$ cat src/rtl/pipe_ctrl.sv
// Pipeline sequencer: arbitrates EX redirects, multi-cycle holds and load-use
// hazards, and drives hold/flush to the PC, if_id and id_ex registers.
// Also keeps saturating stall and redirect performance counters.
module pipe_ctrl #(
  parameter int unsigned REDIRECT_CYCLES = 1,
  parameter int unsigned CNT_W           = 32
) (
  input  logic             clk,
  input  logic             rst,
  input  logic             jump_en_i,
  input  logic [31:0]      jump_addr_i,
  input  logic             hold_ex_i,
  input  logic             hold_bus_i,
  input  logic [4:0]       id_rs1_addr_i,
  input  logic [4:0]       id_rs2_addr_i,
  input  logic [4:0]       ex_rd_addr_i,
  input  logic             ex_is_load_i,
  input  logic             ex_reg_wen_i,
  output logic             jump_en_o,
  output logic [31:0]      jump_addr_o,
  output logic             pc_hold_o,
  output logic             if_id_hold_o,
  output logic             if_id_flush_o,
  output logic             id_ex_hold_o,
  output logic             id_ex_flush_o,
  output logic [CNT_W-1:0] stall_cnt_o,
  output logic [CNT_W-1:0] flush_cnt_o
);

  typedef enum logic [1:0] {StRun, StHold, StRedirect} state_e;

  state_e           state_q;
  logic             pend_vld_q;
  logic [31:0]      pend_addr_q;
  logic [2:0]       redir_cnt_q;
  logic [CNT_W-1:0] stall_cnt_q;
  logic [CNT_W-1:0] flush_cnt_q;

  logic hold;
  logic lu_hazard;
  logic redirect_issue;

  assign hold = hold_ex_i | hold_bus_i;

  // Register 0 is hard-wired, so a load targeting it never creates a hazard.
  assign lu_hazard = ex_is_load_i & ex_reg_wen_i & (ex_rd_addr_i != 5'd0) &
                     ((ex_rd_addr_i == id_rs1_addr_i) | (ex_rd_addr_i == id_rs2_addr_i));

  // A deferred jump is replayed as soon as the hold drops; it wins over a new one.
  assign redirect_issue = ~hold & (pend_vld_q | jump_en_i);

  // Control outputs: hold > redirect issue > redirect flush tail > load-use bubble.
  always_comb begin
    jump_en_o     = 1'b0;
    jump_addr_o   = 32'd0;
    pc_hold_o     = 1'b0;
    if_id_hold_o  = 1'b0;
    if_id_flush_o = 1'b0;
    id_ex_hold_o  = 1'b0;
    id_ex_flush_o = 1'b0;
    if (!rst) begin
      if (hold) begin
        pc_hold_o    = 1'b1;
        if_id_hold_o = 1'b1;
        id_ex_hold_o = 1'b1;
      end else if (redirect_issue) begin
        jump_en_o     = 1'b1;
        jump_addr_o   = pend_vld_q ? pend_addr_q : jump_addr_i;
        if_id_flush_o = 1'b1;
        id_ex_flush_o = 1'b1;
      end else if (state_q == StRedirect) begin
        // Instruction ROM still returns wrong-path words; keep if_id empty.
        if_id_flush_o = 1'b1;
      end else if (lu_hazard) begin
        // One bubble: freeze fetch/decode, insert NOP into EX.
        pc_hold_o     = 1'b1;
        if_id_hold_o  = 1'b1;
        id_ex_flush_o = 1'b1;
      end
    end
  end

  // Sequencer state, deferred-jump capture and redirect flush countdown.
  always_ff @(posedge clk or posedge rst) begin
    if (rst) begin
      state_q     <= StRun;
      pend_vld_q  <= 1'b0;
      pend_addr_q <= 32'd0;
      redir_cnt_q <= 3'd0;
    end else if (hold) begin
      // First jump seen during a hold wins; later ones are dropped.
      if (jump_en_i && !pend_vld_q) begin
        pend_vld_q  <= 1'b1;
        pend_addr_q <= jump_addr_i;
      end
      if (state_q != StRedirect) begin
        state_q <= StHold;
      end
    end else if (redirect_issue) begin
      pend_vld_q <= 1'b0;
      if (REDIRECT_CYCLES > 1) begin
        redir_cnt_q <= 3'(REDIRECT_CYCLES - 1);
        state_q     <= StRedirect;
      end else begin
        state_q <= StRun;
      end
    end else if (state_q == StRedirect) begin
      if (redir_cnt_q <= 3'd1) begin
        state_q <= StRun;
      end else begin
        redir_cnt_q <= redir_cnt_q - 3'd1;
      end
    end else begin
      state_q <= StRun;
    end
  end

  // Saturating performance counters.
  always_ff @(posedge clk or posedge rst) begin
    if (rst) begin
      stall_cnt_q <= '0;
      flush_cnt_q <= '0;
    end else begin
      if (pc_hold_o && (stall_cnt_q != '1)) begin
        stall_cnt_q <= stall_cnt_q + CNT_W'(1);
      end
      if (jump_en_o && (flush_cnt_q != '1)) begin
        flush_cnt_q <= flush_cnt_q + CNT_W'(1);
      end
    end
  end

  assign stall_cnt_o = stall_cnt_q;
  assign flush_cnt_o = flush_cnt_q;

endmodule
$ cat config.mk
export PLATFORM = sky130hd
export DESIGN_NAME = pipe_ctrl
export DESIGN_NICKNAME = d
export VERILOG_FILES = /design/src/rtl/pipe_ctrl.sv
export SDC_FILE = /design/constraint.sdc
export NUM_CORES = 1
export LEC_CHECK = 0
export BUFFER_PORTS_ARGS = -buffer_cell sky130_fd_sc_hd__buf_2
export CORE_ASPECT_RATIO = 1.2
export CORE_UTILIZATION = 46
export CTS_CLUSTER_DIAMETER = 60
export DETAILED_ROUTE_END_ITERATION = 12
export HOLD_SLACK_MARGIN = 0.02
export PLACE_DENSITY = 0.76
export SYNTH_ARGS = -nofsm -noshare
export SYNTH_HDL_FRONTEND = slang
export SYNTH_SLANG_ARGS = --single-unit
$ cat constraint.sdc
create_clock -name clk -period 5.5 [get_ports clk]
set_input_delay 1.1 -clock clk [delete_from_list [all_inputs] [get_ports clk]]
set_output_delay 1.1 -clock clk [all_outputs]
set_load 0.02 [all_outputs]
==> results of run 1 <==
==> cell usage after synthesis (2+ instances only) <==
master / n / area share
sky130_fd_sc_hd__and3_1: 6 / 0.0076
sky130_fd_sc_hd__and4_1: 5 / 0.0089
sky130_fd_sc_hd__buf_2: 5 / 0.0051
sky130_fd_sc_hd__buf_4: 3 / 0.0046
sky130_fd_sc_hd__clkbuf_1: 10 / 0.0076
sky130_fd_sc_hd__dfrtp_1: 97 / 0.49
sky130_fd_sc_hd__ha_1: 2 / 0.0051
sky130_fd_sc_hd__inv_1: 11 / 0.0083
sky130_fd_sc_hd__inv_2: 2 / 0.0015
sky130_fd_sc_hd__mux2_1: 2 / 0.0046
sky130_fd_sc_hd__mux2_2: 32 / 0.073
sky130_fd_sc_hd__mux2i_1: 32 / 0.065
sky130_fd_sc_hd__nand2_1: 26 / 0.020
sky130_fd_sc_hd__nand3_1: 26 / 0.026
sky130_fd_sc_hd__nand4_1: 17 / 0.021
sky130_fd_sc_hd__nor2_1: 54 / 0.041
sky130_fd_sc_hd__nor3_1: 20 / 0.020
sky130_fd_sc_hd__nor3_2: 2 / 0.0040
sky130_fd_sc_hd__nor4_1: 10 / 0.013
sky130_fd_sc_hd__nor4_2: 2 / 0.0051
sky130_fd_sc_hd__or3_1: 4 / 0.0051
sky130_fd_sc_hd__xnor2_1: 39 / 0.069
sky130_fd_sc_hd__xor2_1: 33 / 0.058
==> path summary, 6_finish.rpt <==
kind	depth (start not counted)	to	startpoint
min in group asynchronous	3	pend_addr_q[0]	rst
worst min register to register	1	flush_cnt_o[15]	flush_cnt_o[15]
worst max register to register	6	flush_cnt_o[19]	pend_vld_q
worst min-delay path	1	flush_cnt_o[15]	flush_cnt_o[15]
worst max-delay path	4	jump_addr_o[19]	pend_vld_q
max in group asynchronous	4	stall_cnt_o[12]	rst
==> power by group <==
group / internal (mW) / switching, mW / total [mW]
logic: 0.156 / 0.184 / 0.340
clock network: 0.412 / 0.267 / 0.680
registers: 0.801 / 0.0850 / 0.886
total: 1.37 / 0.536 / 1.91
==> worst reg2reg max path: stages, from the launching register on <==
cell	delay [ns]
sky130_fd_sc_hd__dfrtp_2	1.01
sky130_fd_sc_hd__nor2_1	0.29
sky130_fd_sc_hd__or4_4	0.73
sky130_fd_sc_hd__nor3_2	0.33
sky130_fd_sc_hd__nor3b_4	0.43
sky130_fd_sc_hd__nand4_1	0.18
sky130_fd_sc_hd__xnor2_1	0.15
==> area by class of cell <==
cell class / count / area (µm²) / area share
sequential: 97 / 2430 / 0.394
multi-input combinational: 330 / 2390 / 0.388
timing repair buffer: 159 / 806 / 0.131
clock buffer: 12 / 246 / 0.0400
tap: 129 / 161 / 0.0262
clock inverter: 4 / 76.3 / 0.0124
inverter: 13 / 52.6 / 0.00853
==> state kept, by name, indices dropped and copies added (netlist names) <==
register and cells:
pend_vld_q 1, flush_cnt_o 32, pend_addr_q 32, stall_cnt_o 32
==> cells by family (layout without fill, tap and decap cells) <==
family | Yosys count | in the layout | synth area share
DFF | 97 | 97 | 0.491
and+or+nand+nor | 181 | 181 | 0.190
buffers and inverters | 31 | 188 | 0.0271
AOI/OAI and AO/OA | 9 | 9 | 0.0177
muxes | 66 | 66 | 0.142
adders and majority gates | 2 | 2 | 0.00506
xor gates and xnor gates | 72 | 72 | 0.127
==> stage by stage <==
| step | total power [mW] | cells |
|---|---|---|
| 3_5_place_dp | 1.24 | 728 |
| 3_3_place_gp | 1.22 | 728 |
| 2_1_floorplan | 1.12 | 458 |
| 6_report | 1.91 | 744 |
| 5_1_grt | 2.00 | 744 |
| 4_1_cts | 1.92 | 744 |
==> layer usage <==
metal | wire length [µm] | share of wire | vias up
met5 | 0 | 0 | -
met4 | 228 | 0.020 | 0
met3 | 553 | 0.048 | 17
met2 | 5780 | 0.50 | 115
met1 | 4980 | 0.43 | 1908
li1 | - | - | 1900
==> cells in the final DEF, fill, tap and decap left out, drive strengths merged, types with 5 or more instances in the layout <==
cell type,instances
buf,159
dfrtp,97
nor2,55
xnor2,39
mux2,34
xor2,33
mux2i,32
nand3,26
nand2,26
nor3,22
nand4,17
nor4,12
inv,12
clkbuf,12
and3,6
and4,5
or3,5
==> insert_results.sql, run 1 <==
INSERT INTO impl_metrics (metric_group, metric, value, unit) VALUES
('global_routing', 'globalRouteOverflowTotal', '0', ''),
('global_routing', 'grtUsageMet1', '0.259', ''),
('critical_path', 'critical_path_required', '4.40', 'ns'),
('critical_path', 'timing.critical_path.arrival', '2.78', 'ns'),
('yosys', 'number_of_enable_flip_flop_cells_after_synthesis', '0', ''),
('yosys', 'syn_avg_cell_area', '10.8', 'µm²'),
('global_routing', 'number_of_antenna_violations_at_the_first_check_in_global_routing', '0', ''),
('yosys', 'post_syn_instances', '458', ''),
('yosys', 'synth_seq_area_share', '0.491', ''),
('critical_path', 'path_max_fanout', '39', ''),
('global_routing', 'global_route_track_usage_on_met3', '0.0483', ''),
('placement', 'port_buffers', '155', ''),
('routing', 'drt.antenna.violating_nets', '0', ''),
('floorplan', 'std_cell_rows', '41', ''),
('routing', 'drt_first_pass_iters', '4', ''),
('cells_and_area', 'design.final.nets', '666', ''),
('floorplan', 'dieArea', '0.0112', 'mm²'),
('placement', 'detailedPlace.worstSlack', '1.85', 'ns'),
('critical_path', 'max_stage_delay', '1.01', 'ns'),
('timing', 'finalCritPeriodShare', '0.705', ''),
('placement', 'dp_hpwl', '8350', 'µm'),
('critical_path', 'path_cells', 'nor2_1, or4_4, nor2_1, buf_2', ''),
('clock_tree', 'clock-sinks', '97', ''),
('cells_and_area', 'antenna_cells', '0', ''),
('routing', 'wl_per_cell', '15.5', 'µm'),
('timing', 'timing.hold.ws', '0.491', 'ns'),
('critical_path', 'cp_slowest_cell', 'sky130_fd_sc_hd__dfrtp_2', ''),
('clock_tree', 'cts_post_setup_buffers_inserted', '0', ''),
('power', 'vdd_ir_drop_max', '0.000316', 'V'),
('timing', 'setup_slack', '1.62', 'ns'),
('clock_tree', 'clk_path_buf_depth', '2', ''),
('timing', 'finalSetupTns', '0', 'ns'),
('critical_path', 'cpMostUsedCell', 'sky130_fd_sc_hd__nor2_1', ''),
('yosys', 'synth.ff_latch_count', '97', ''),
('floorplan', 'dieWidth', '96.7', 'µm'),
('floorplan', 'io-pin-count', '156', ''),
('global_routing', 'top_usage_layer', 'met2', ''),
('floorplan', 'coreArea', '0.0105', 'mm²'),
('status', 'outcome', 'finished clean', ''),
('yosys', 'ys_async_sr_fraction', '1.00', ''),
('job', 'maxCapViolCount', '0', ''),
('routing', 'detailed_route_wire_length', '11500', 'µm'),
('cells_and_area', 'area.growth.synth_to_final', '24.6', '%'),
('clock_tree', 'worstSkewPairLatency', '0.34', 'ns'),
('timing', 'setup_repair_after_global_routing_missed_its_margin', 'false', ''),
('yosys', 'syn-num-nets', '514', ''),
('critical_path', 'reg2reg_setup_slack', '2.27', 'ns'),
('critical_path', 'cp_num_buf_inv', '1', ''),
('timing', 'slew_headroom', '0.340', ''),
('routing', 'drc_errors', '0', ''),
('clock_tree', 'clockRootBuffer', 'sky130_fd_sc_hd__clkbuf_16', ''),
('timing', 'final.setup_skew', '0.00713', 'ns'),
('placement', 'gpl.final_weighted_congestion', '0.793', ''),
('floorplan', 'die_outline_height', '116', 'µm'),
('floorplan', 'initial_utilization', '0.473', ''),
('timing', 'final_max_slew_viol_count', '0', ''),
('placement', 'detailed_place.area', '0.00584', 'mm²'),
('cells_and_area', 'drive_above_1_share', '0.363', ''),
('global_routing', 'grt_util_all_layers', '0.206', ''),
('timing', 'finalWorstPathRequiredPeriod', '3.88', 'ns'),
('clock_tree', 'cts_tree', 'done', ''),
('global_routing', 'maximum_number_of_pins_on_one_net_before_global_route_repair', '52', ''),
('routing', 'via_per_inst', '5.30', ''),
('critical_path', 'crit_family', 'simple AND/OR/NAND/NOR gates', ''),
('critical_path', 'critical_path.startpoint_type', 'register', ''),
('yosys', 'yosys.cell_types.count', '41', ''),
('routing', 'drt_iter0_markers', '155', ''),
('timing', 'max_freq', '258', 'MHz'),
('timing', 'hold_violations', '0', ''),
('cells_and_area', 'final_util', '0.589', ''),
('cells_and_area', 'fillCellCount', '921', '');
(Power assumes the default switching activity.)
==> run 2: changes to the inputs <==
--- a/config.mk
+++ b/config.mk
@@ -5,13 +5,14 @@
 export SDC_FILE = /design/constraint.sdc
 export NUM_CORES = 1
 export LEC_CHECK = 0
+export ABC_AREA = 1
 export BUFFER_PORTS_ARGS = -buffer_cell sky130_fd_sc_hd__buf_2
 export CORE_ASPECT_RATIO = 1.2
 export CORE_UTILIZATION = 46
 export CTS_CLUSTER_DIAMETER = 60
 export DETAILED_ROUTE_END_ITERATION = 12
 export HOLD_SLACK_MARGIN = 0.02
-export PLACE_DENSITY = 0.76
+export PLACE_DENSITY = 0.77
 export SYNTH_ARGS = -nofsm -noshare
 export SYNTH_HDL_FRONTEND = slang
 export SYNTH_SLANG_ARGS = --single-unit
==> constraint.sdc (replaced) <==
create_clock -name clk -period 3.4 [get_ports clk]
set_input_delay 0.68 -clock clk [delete_from_list [all_inputs] [get_ports clk]]
set_output_delay 0.68 -clock clk [all_outputs]
set_load 0.02 [all_outputs]
==> run 2 against run 1 <==
  * Critical path depth up 1
  * Wire length up 34%
  * Non-clock buffer count up 6
  * Hold slack worse by 0.0045 ns
  * Sequential power up 60%
  * Core utilization down 2.2 points
  * Critical path type unchanged
  * Critical endpoint is now jump_addr_o[7]
  * Largest power group unchanged
==> insert_results.sql, run 2 <==
INSERT INTO impl_metrics (metric_group, metric, value, unit) VALUES
('timing', 'final_max_slew_viol_count', '0', ''),
('timing', 'timing.hold.ws', '0.487', 'ns'),
('floorplan', 'io-pin-count', '156', ''),
('timing', 'setup-violations-final', '0', ''),
('timing', 'hold_violations', '0', ''),
('cells_and_area', 'area.growth.synth_to_final', '19.9', '%'),
('routing', 'drt.antenna.violating_nets', '0', ''),
('floorplan', 'die_outline_height', '127', 'µm'),
('yosys', 'synth_top_family_by_area', 'simple AND/OR/NAND/NOR gates', ''),
('floorplan', 'coreArea', '0.0127', 'mm²'),
('power', 'total_power', '3.04', 'mW'),
('routing', 'drt_first_pass_iters', '4', ''),
('clock_tree', 'cts_made_buffers', '9', ''),
('cells_and_area', 'final-instance-count-excl-fill', '1208', ''),
('routing', 'via_per_inst', '4.92', ''),
('timing', 'setup_slack', '0.697', 'ns'),
('critical_path', 'cell_depth_of_the_worst_flop_to_flop_path', '10', ''),
('yosys', 'ranking_of_synthesized_cells_by_instance_count', 'sky130_fd_sc_hd__nand2_1, sky130_fd_sc_hd__nor2_1, sky130_fd_sc_hd__dfrtp_1, sky130_fd_sc_hd__inv_1, sky130_fd_sc_hd__nand3_1', ''),
('yosys', 'post_syn_instances', '894', ''),
('placement', 'port_buffers', '155', ''),
('clock_tree', 'cts_repair_resize_count', '0', ''),
('cells_and_area', 'most_common_library_cell_in_the_layout_ignoring_fill_and_taps', 'sky130_fd_sc_hd__nand2_1', ''),
('yosys', 'synth_seq_area_share', '0.404', ''),
('critical_path', 'critical_path_required', '2.72', 'ns'),
('critical_path', 'max_stage_delay', '0.68', 'ns'),
('floorplan', 'initial_utilization', '0.472', ''),
('yosys', 'synthFlopType', 'sky130_fd_sc_hd__dfrtp_1', ''),
('global_routing', 'global_route_track_usage_on_met3', '0.0398', ''),
('yosys', 'post_synth_main_area_contributors', 'sky130_fd_sc_hd__dfrtp_1, sky130_fd_sc_hd__nand2_1, sky130_fd_sc_hd__nor2_1', ''),
('clock_tree', 'clockRootBuffer', 'sky130_fd_sc_hd__clkbuf_16', ''),
('global_routing', 'maximum_number_of_pins_on_one_net_before_global_route_repair', '65', ''),
('clock_tree', 'worstSkewPairLatency', '0.35', 'ns'),
('power', 'vdd_ir_drop_max', '0.000300', 'V'),
('cells_and_area', 'drive_above_1_share', '0.187', ''),
('critical_path', 'timing.critical_path.arrival', '2.02', 'ns'),
('yosys', 'synth.ff_latch_count', '97', ''),
('yosys', 'ys_async_sr_fraction', '1.00', ''),
('clock_tree', 'ctsHoldBuffers', '0', ''),
('placement', 'detailedPlace.worstSlack', '0.761', 'ns'),
('cells_and_area', 'design.final.nets', '1095', ''),
('clock_tree', 'clkSlewWorstSetupHoldPaths', '0.07', 'ns'),
('timing', 'finalWorstPathRequiredPeriod', '2.70', 'ns'),
('yosys', 'yosys-mux-area-fraction', '0', ''),
('timing', 'finalSetupTns', '0', 'ns'),
('placement', 'dp_hpwl', '11600', 'µm'),
('status', 'outcome', 'finished clean', ''),
('routing', 'detailed_route_wire_length', '15400', 'µm'),
('yosys', 'synth_area', '0.00601', 'mm²'),
('global_routing', 'grt_pass1_wl', '25400', 'µm'),
('yosys', 'synth_simple_gate_area_frac', '0.382', ''),
('global_routing', 'grtUsageMet1', '0.275', ''),
('critical_path', 'cp_slowest_cell', 'sky130_fd_sc_hd__dfrtp_2', ''),
('critical_path', 'critical_path.endpoint_type', 'primary output', ''),
('clock_tree', 'cts_tree', 'done', ''),
('critical_path', 'path_max_fanout', '33', ''),
('critical_path', 'rr_startpoint', 'stall_cnt_o[0]', ''),
('critical_path', 'cpMostUsedCell', 'sky130_fd_sc_hd__nor2_1', ''),
('cells_and_area', 'final_util', '0.566', ''),
('yosys', 'synth_largest_area_cell', 'sky130_fd_sc_hd__dfrtp_1', ''),
('critical_path', 'path_cells', 'nor2_1, nor2_2, inv_2, nor2_1, buf_2', ''),
('yosys', 'syn-num-nets', '950', ''),
('yosys', 'yosys.cell_types.count', '29', ''),
('placement', 'gpl.final_weighted_congestion', '0.928', ''),
('critical_path', 'worstSetupStartpoint', 'pend_vld_q', ''),
('yosys', 'syn_avg_cell_area', '6.72', 'µm²'),
('job', 'maxCapViolCount', '0', ''),
('yosys', 'post_synth_xor_area_fraction', '0.0598', ''),
('critical_path', 'reg2reg_to', 'stall_cnt_o[19]', ''),
('routing', 'wl_per_cell', '12.8', 'µm'),
('placement', 'detailed_place.area', '0.00691', 'mm²'),
('floorplan', 'dieWidth', '106', 'µm'),
('power', 'total_leakage_power', '3.81', 'nW'),
('cells_and_area', 'leading_cell_types_in_the_layout_fill_and_taps_excluded', 'sky130_fd_sc_hd__nand2_1, sky130_fd_sc_hd__buf_2, sky130_fd_sc_hd__nor2_1, sky130_fd_sc_hd__dfrtp_1, sky130_fd_sc_hd__inv_1', ''),
('yosys', 'number_of_enable_flip_flop_cells_after_synthesis', '0', ''),
('yosys', 'synth-warning-count', '0', ''),
('clock_tree', 'clock-sinks', '97', ''),
('timing', 'final.setup_skew', '0.00900', 'ns'),
('clock_tree', 'clk_path_buf_depth', '2', ''),
('timing', 'finalCritPeriodShare', '0.795', ''),
('global_routing', 'via_count_of_the_first_global_routing_pass', '5419', ''),
('yosys', 'synth_most_common_cell', 'sky130_fd_sc_hd__nand2_1', ''),
('power', 'power_density', '422', 'mW/mm²'),
('placement', 'placed_cells', '1192', ''),
('yosys', 'synth_compound_area_frac', '0.0639', ''),
('floorplan', 'dieArea', '0.0135', 'mm²'),
('cells_and_area', 'stdcell_area', '0.00721', 'mm²'),
('clock_tree', 'cts-htree-levels', '3', ''),
('cells_and_area', 'fillCellCount', '1271', ''),
('hold_path', 'hold_class', 'reg -> reg', ''),
('cells_and_area', 'antenna_cells', '0', ''),
('routing', 'route.vias.total', '5949', ''),
('timing', 'max_freq', '370', 'MHz'),
('critical_path', 'crit_path_end', 'jump_addr_o[7]', ''),
('yosys', 'synth_area_in_adders', '0.00416', ''),
('floorplan', 'std_cell_rows', '45', ''),
('global_routing', 'top_usage_layer', 'met2', ''),
('yosys', 'synth_largest_type_area_fraction', '0.404', ''),
('global_routing', 'grt_util_met2', '0.422', ''),
('routing', 'drc_errors', '0', ''),
('global_routing', 'globalRouteOverflowTotal', '0', ''),
('routing', 'drt_iter0_markers', '298', ''),
('timing', 'tightestPinTransition', '0.754', 'ns'),
('global_routing', 'number_of_antenna_violations_at_the_first_check_in_global_routing', '0', ''),
('timing', 'setup_repair_after_global_routing_missed_its_margin', 'false', ''),
('global_routing', 'grt_util_all_layers', '0.235', ''),
('critical_path', 'critical_path.startpoint_type', 'register', ''),
('timing', 'slew_headroom', '0.497', ''),
('critical_path', 'critical_path_class', 'reg -> out', ''),
('critical_path', 'reg2reg_setup_slack', '0.87', 'ns'),
('clock_tree', 'cts_post_setup_buffers_inserted', '0', '');
-- run 2: cell count changes in the layout (fill, tap and decap cells not counted), moves of 32 or more --
cell,delta
sky130_fd_sc_hd__nand2_1,+270
sky130_fd_sc_hd__nor2_1,+92
sky130_fd_sc_hd__inv_1,+82
sky130_fd_sc_hd__o21ai_0,+41
sky130_fd_sc_hd__a21oi_1,+33
sky130_fd_sc_hd__mux2_2,-32
sky130_fd_sc_hd__mux2i_1,-32
-- run 2: layout make-up --
cell class                 instances  area (µm²)  share of cell area
sequential                        97        2430               0.337
timing repair buffer             165         851               0.118
tap                              164         205              0.0285
clock buffer                      12         246              0.0342
multi-input combinational        672        3070               0.426
inverter                          94         357              0.0495
clock inverter                     4        51.3             0.00712
-- run 2: kinds of logic after synthesis --
| family | Yosys count |
|---|---|
| AOI/OAI and AO/OA | 76 |
| xor gates and xnor gates | 41 |
| adders and majority gates | 2 |
| buffers and inverters | 125 |
| DFF | 97 |
| and+or+nand+nor | 553 |
-- run 2: worst max-delay path: cells and delay by family (launching register included) --
kind          cells  cell delay (ns)
flops             1             0.68
simple gates      3             0.55
buf+inv           2             0.43
-- run 2: worst min path at each step --
stage | from | to | slack (ns) | depth (start not counted)
after floorplan | pend_addr_q[0] | pend_addr_q[0] | 0.45 | 2
after global placement | pend_addr_q[17] | pend_addr_q[17] | 0.47 | 2
after detailed placement | pend_addr_q[27] | pend_addr_q[27] | 0.47 | 2
after CTS | pend_addr_q[27] | pend_addr_q[27] | 0.49 | 2
after global routing | pend_addr_q[27] | pend_addr_q[27] | 0.50 | 2
final | pend_addr_q[30] | pend_addr_q[30] | 0.49 | 2
-- run 2: layer usage --
metal,routed length [µm],up-vias
met2,7870,148
met3,675,33
li1,-,3075
met1,6380,2693
met4,496,0
met5,0,-
-- run 2: where the power goes --
group / switching, mW / internal (mW)
combinational: 0.364 / 0.209
sequential: 0.133 / 1.29
clock: 0.450 / 0.593
